`config.mk`:
```
export PLATFORM = sky130hd
export DESIGN_NAME = fifo_rr_wr_arbiter
export DESIGN_NICKNAME = d
export VERILOG_FILES = /design/src/rtl/fifo_arb_pkg.sv /design/src/rtl/fifo_rr_wr_arbiter_rr_picker.sv /design/src/rtl/fifo_rr_wr_arbiter.sv
export SDC_FILE = /design/constraint.sdc
export NUM_CORES = 1
export LEC_CHECK = 0
export CAP_MARGIN = 20
export CELL_PAD_IN_SITES_DETAIL_PLACEMENT = 1
export CELL_PAD_IN_SITES_GLOBAL_PLACEMENT = 2
export CORE_ASPECT_RATIO = 0.75
export CORE_MARGIN = 2
export CORE_UTILIZATION = 21
export CTS_CLUSTER_DIAMETER = 200
export CTS_CLUSTER_SIZE = 12
export DETAILED_ROUTE_END_ITERATION = 10
export PLACE_DENSITY = 0.88
export SETUP_SLACK_MARGIN = 0.15
export SLEW_MARGIN = 15
export SYNTH_ARGS = -nofsm -noshare
export SYNTH_HDL_FRONTEND = slang
export SYNTH_SLANG_ARGS = --single-unit
```
`constraint.sdc`:
```
create_clock -name i_clk -period 2.5 [get_ports i_clk]
set_clock_uncertainty 0.05 [all_clocks]
set_input_delay 0.625 -clock i_clk [delete_from_list [all_inputs] [get_ports i_clk]]
set_output_delay 0.625 -clock i_clk [all_outputs]
set_load 0.1 [all_outputs]
```
`src/rtl/fifo_arb_pkg.sv`:
```
// rtl/fifo_arb_pkg.sv - shared types and helpers for the FIFO write-port arbiter
package fifo_arb_pkg;

  typedef enum logic {
    IDLE  = 1'b0,
    GRANT = 1'b1
  } arb_state_t;

  // Requester id width; a single bit is kept even for tiny requester counts.
  function automatic int id_width(input int n);
    return (n < 2) ? 1 : $clog2(n);
  endfunction

endpackage

```
`src/rtl/fifo_rr_wr_arbiter_rr_picker.sv`:
```
// rtl/fifo_rr_wr_arbiter_rr_picker.sv - combinational rotating-priority encoder
module rr_picker #(
  parameter int N   = 4,
  parameter int IDW = 2
) (
  input  logic [N-1:0]   req,
  input  logic [IDW-1:0] start,
  output logic           found,
  output logic [IDW-1:0] idx
);

  // Scan start, start+1, ... wrapping by subtraction so N need not be a power of 2.
  always_comb begin
    found = 1'b0;
    idx   = '0;
    for (int i = 0; i < N; i++) begin
      int c;
      c = int'(start) + i;
      if (c >= N) c = c - N;
      if (!found && req[c]) begin
        found = 1'b1;
        idx   = c[IDW-1:0];
      end
    end
  end

endmodule

```
`src/rtl/fifo_rr_wr_arbiter.sv`:
```
// rtl/fifo_rr_wr_arbiter.sv - round-robin bounded-burst arbiter feeding one FIFO write port
module fifo_rr_wr_arbiter
  import fifo_arb_pkg::*;
#(
  parameter int NUM_REQ   = 4,
  parameter int WIDTH     = 8,
  parameter int BURST_MAX = 4,
  localparam int IDW      = id_width(NUM_REQ)
) (
  input  logic                 i_clk,
  input  logic                 i_rst_n,
  input  logic [NUM_REQ-1:0]   i_req_valid,
  input  logic [WIDTH-1:0]     i_req_data [NUM_REQ],
  output logic [NUM_REQ-1:0]   o_req_ready,
  output logic                 o_fifo_wr_en,
  output logic [IDW+WIDTH-1:0] o_fifo_data,
  input  logic                 i_fifo_full,
  output logic [IDW-1:0]       o_grant_id,
  output logic                 o_busy
);

  localparam int CW = $clog2(BURST_MAX + 1);

  arb_state_t     state, state_nxt;
  logic [IDW-1:0] rr_ptr, rr_ptr_nxt;
  logic [IDW-1:0] owner, owner_nxt;
  logic [CW-1:0]  burst_cnt, burst_cnt_nxt;

  logic           in_grant, valid_g, beat, release_g, pick_found;
  logic [IDW-1:0] owner_inc, pick_start, pick_idx;

  always_comb begin
    in_grant   = (state == GRANT);
    owner_inc  = (owner == IDW'(NUM_REQ - 1)) ? '0 : owner + IDW'(1);
    valid_g    = i_req_valid[owner];
    beat       = in_grant & valid_g & ~i_fifo_full;
    release_g  = in_grant & ((beat & (burst_cnt == CW'(BURST_MAX - 1))) | ~valid_g);
    pick_start = in_grant ? owner_inc : rr_ptr;
  end

  rr_picker #(
    .N   (NUM_REQ),
    .IDW (IDW)
  ) u_picker (
    .req   (i_req_valid),
    .start (pick_start),
    .found (pick_found),
    .idx   (pick_idx)
  );

  always_comb begin
    state_nxt     = state;
    rr_ptr_nxt    = rr_ptr;
    owner_nxt     = owner;
    burst_cnt_nxt = burst_cnt;
    case (state)
      IDLE: begin
        if (pick_found) begin
          state_nxt     = GRANT;
          owner_nxt     = pick_idx;
          burst_cnt_nxt = '0;
        end
      end
      GRANT: begin
        if (release_g) begin
          // Same-cycle re-arbitration gives back-to-back grants with no bubble.
          rr_ptr_nxt    = owner_inc;
          burst_cnt_nxt = '0;
          if (pick_found) owner_nxt = pick_idx;
          else            state_nxt = IDLE;
        end else if (beat) begin
          burst_cnt_nxt = burst_cnt + CW'(1);
        end
      end
      default: state_nxt = IDLE;
    endcase
  end

  always_ff @(posedge i_clk or negedge i_rst_n) begin
    if (!i_rst_n) begin
      state     <= IDLE;
      rr_ptr    <= '0;
      owner     <= '0;
      burst_cnt <= '0;
    end else begin
      state     <= state_nxt;
      rr_ptr    <= rr_ptr_nxt;
      owner     <= owner_nxt;
      burst_cnt <= burst_cnt_nxt;
    end
  end

  always_comb begin
    o_req_ready = '0;
    if (in_grant) o_req_ready[owner] = ~i_fifo_full;
    o_fifo_wr_en = beat;
    o_fifo_data  = in_grant ? {owner, i_req_data[owner]} : '0;
    o_grant_id   = in_grant ? owner : '0;
    o_busy       = in_grant;
  end

endmodule

```
==> flow_summary.yaml <==
job:
  cap_viol_max_count: 0
global_route:
  grt_pass1_vias: 1055
  grt-ovfl-total: 0
  grt_max_degree: 21
  antenna_found_initial: 0
  grt_pass1_wl_um: 4940
  grt_usage_pct: 12.7
timing:
  timing.hold.ws_ns: 0.440
  period_share_pct: 93.7
  setup_ws_ns: 0.156
  fmax_mhz: 427
  maxSlewHeadroom_pct: 60.3
  setup_viol: 0
  tightest_slew_ns: 0.579
  tns_ns: 0
  rsz0062_at_grt: "yes"
  period_needed_ns: 2.34
  hold_violations: 0
  maxSlewViolCount: 0
yosys:
  synth_seq_cells: 8
  synth_ff_type: "dfrtp_1"
  ys_seq_area_share_pct: 21.4
  synth_cell_types: 34
  synth_fp_nets: 134
  synthCells: 89
  synth_area_sq_um: 936
  synth.avg_cell_area_sq_um: 10.5
  synth_edf_count: 0
  synthArstFlopShare_pct: 100
  synth_warnings: 0
finish:
  nNetsFinal: 196
  area.growth.synth_to_final_pct: 92.8
  fin_area_sq_um: 1800
  fin_cells: 205
  drive_gt1_share_pct: 44.0
  post-route-util_pct: 43.4
  layout_common_cells: "26 x dlygate4sd2_1, 17 x buf_12, 11 x and2_4"
  diodes: 0
  mostFrequentLayoutCell: "dlygate4sd2_1"
cts:
  cts_max_level: 1
  postCtsSetupRepairBufs: 0
  numCtsBuffers: 3
  hold_buffers: 0
  cts.sinks: 8
  cts_root_buf: "clkbuf_8"
  clkSlewWorstSetupHoldPaths_ns: 0.04
  ctsLongestPathBuffers: 2
  insertion_delay_ns: 0.23
  cts_tree: "done"
floorplan:
  placementRows: 20
  die_area_sq_um: 5010
  dieWidth_um: 81.1
  io_pins: 57
  dieHeight_um: 61.8
  start_util_pct: 22.5
  design.core.area_sq_um: 4150
routing:
  vias: 930
  drt-total-wl_um: 3110
  drc: 0
  dr.pass1.iters: 4
  wire_per_inst_um: 15.2
  drtIter0Drc: 35
  ant_nets: 0
  viasPerCell: 4.54
critical_path:
  crit_type: "primary input to output port"
  crit_required_ns: 1.82
  path_max_fanout: 2
  crit_path_end_kind: "output port"
  critPathLaunchType: "primary input"
  slowest_delay_ns: 0.50
  cp.arrival_ns: 1.67
  path_cells: "clkdlybuf4s15_1 > mux4_2 > and2_4 > buf_12"
  cp_slowest_cell: "mux4_2"
power_and_ir_drop:
  p_total_mw: 2.78
  powerDensity_nw_per_um2: 1540
  p_leak_nw: 0.824
  ir_worst_vdd_v: 0.000610
placed_design:
  place.gp.congestion: 0.787
  dp_cells: 201
  dpl.hpwl_um: 2660
  place_area_sq_um: 1770
  port_buffers: 56
  dpl_worst_slack_ns: -0.149
min_path:
  min_path_type: "flop to flop"
run_status:
  outcome: "complete, no violations"
kinds of logic (layout without fill, tap and decap cells):
kind of cell    count (synthesis)  after routing  synth area share [%]
mux                            15             15                  30.2
simple gates                   35             35                  22.7
fa+ha+maj                       6              6                  8.02
flops                           8              8                  21.4
buf+inv                        14             75                  7.75
compound gates                 11             11                  9.89
area by class of cell:
| cell class | count | area, sq um |
|---|---|---|
| inverters | 7 | 26.3 |
| clock buffers | 4 | 45.0 |
| well taps | 55 | 68.8 |
| fillers | 483 | 2350 |
| repair buffers | 64 | 763 |
| multi-input cells | 67 | 696 |
| flip-flops and latches | 8 | 205 |
what timing repair did:
| action | 4_1_cts | 5_1_grt |
|---|---|---|
| pin swaps | 0 | 1 |
| gates cloned | 0 | 0 |
| endpoints found under the setup margin | 13 | 10 |
| gates resized for setup | 50 | 12 |
| endpoints found under the hold margin | 0 | 0 |
metal layers:
metal  global-route usage (%)  wire length (um)  vias to the layer above
li1                         -                 -                      441
met1                     17.2              1380                      457
met2                     22.0              1550                       32
met3                     1.16               180                        0
met4                     4.36                 0                        0
met5                        0                 0                        -
synthesized netlist by cell type (2+ instances only):
cell type | instances | share of area, %
and2_1 | 15 | 10
buf_4 | 3 | 2.4
inv_1 | 6 | 2.4
nor3_1 | 2 | 1.1
o21ai_1 | 2 | 1.1
nor2_1 | 4 | 1.6
ha_1 | 6 | 8.0
nor2b_1 | 2 | 1.3
clkbuf_1 | 2 | 0.80
nand2_1 | 4 | 1.6
nor3b_1 | 2 | 1.6
mux2_4 | 2 | 3.2
mux2_1 | 2 | 2.4
dfrtp_1 | 8 | 21
mux4_1 | 2 | 5.6
mux2i_1 | 2 | 2.1
nand2b_1 | 2 | 1.3
mux4_2 | 7 | 17
critical path: cells and delay by family:
family | cells | cell delay [ns]
AND/OR/NAND/NOR | 1 | 0.17
multiplexers | 1 | 0.50
buffers and inverters | 2 | 0.36
power breakdown:
group,switching (mW),total (mW),internal [mW]
clock,0.0552,0.166,0.111
sequential,0.0594,0.245,0.185
combinational,1.39,2.37,0.985
total,1.50,2.78,1.28
final timing paths:
path | start | to | slack [ns] | cells after the start
setup reg to reg | owner[0] | owner[0] | 0.36 | 7
max in group asynchronous | i_rst_n | o_busy | 1.48 | 1
setup / recovery | i_req_valid[1] | o_fifo_wr_en | 0.16 | 4
hold reg to reg | rr_ptr[0] | rr_ptr[0] | 0.44 | 1
min in group asynchronous | i_rst_n | burst_cnt[1] | 0.63 | 1
hold / removal | rr_ptr[0] | rr_ptr[0] | 0.44 | 1
registers in the layout, summed over array words and instances, names as in the netlist:
| register | cells |
|---|---|
| burst_cnt | 3 |
| o_busy | 1 |
| owner | 2 |
| rr_ptr | 2 |
Note: power is estimated with default switching activity, not from simulation.
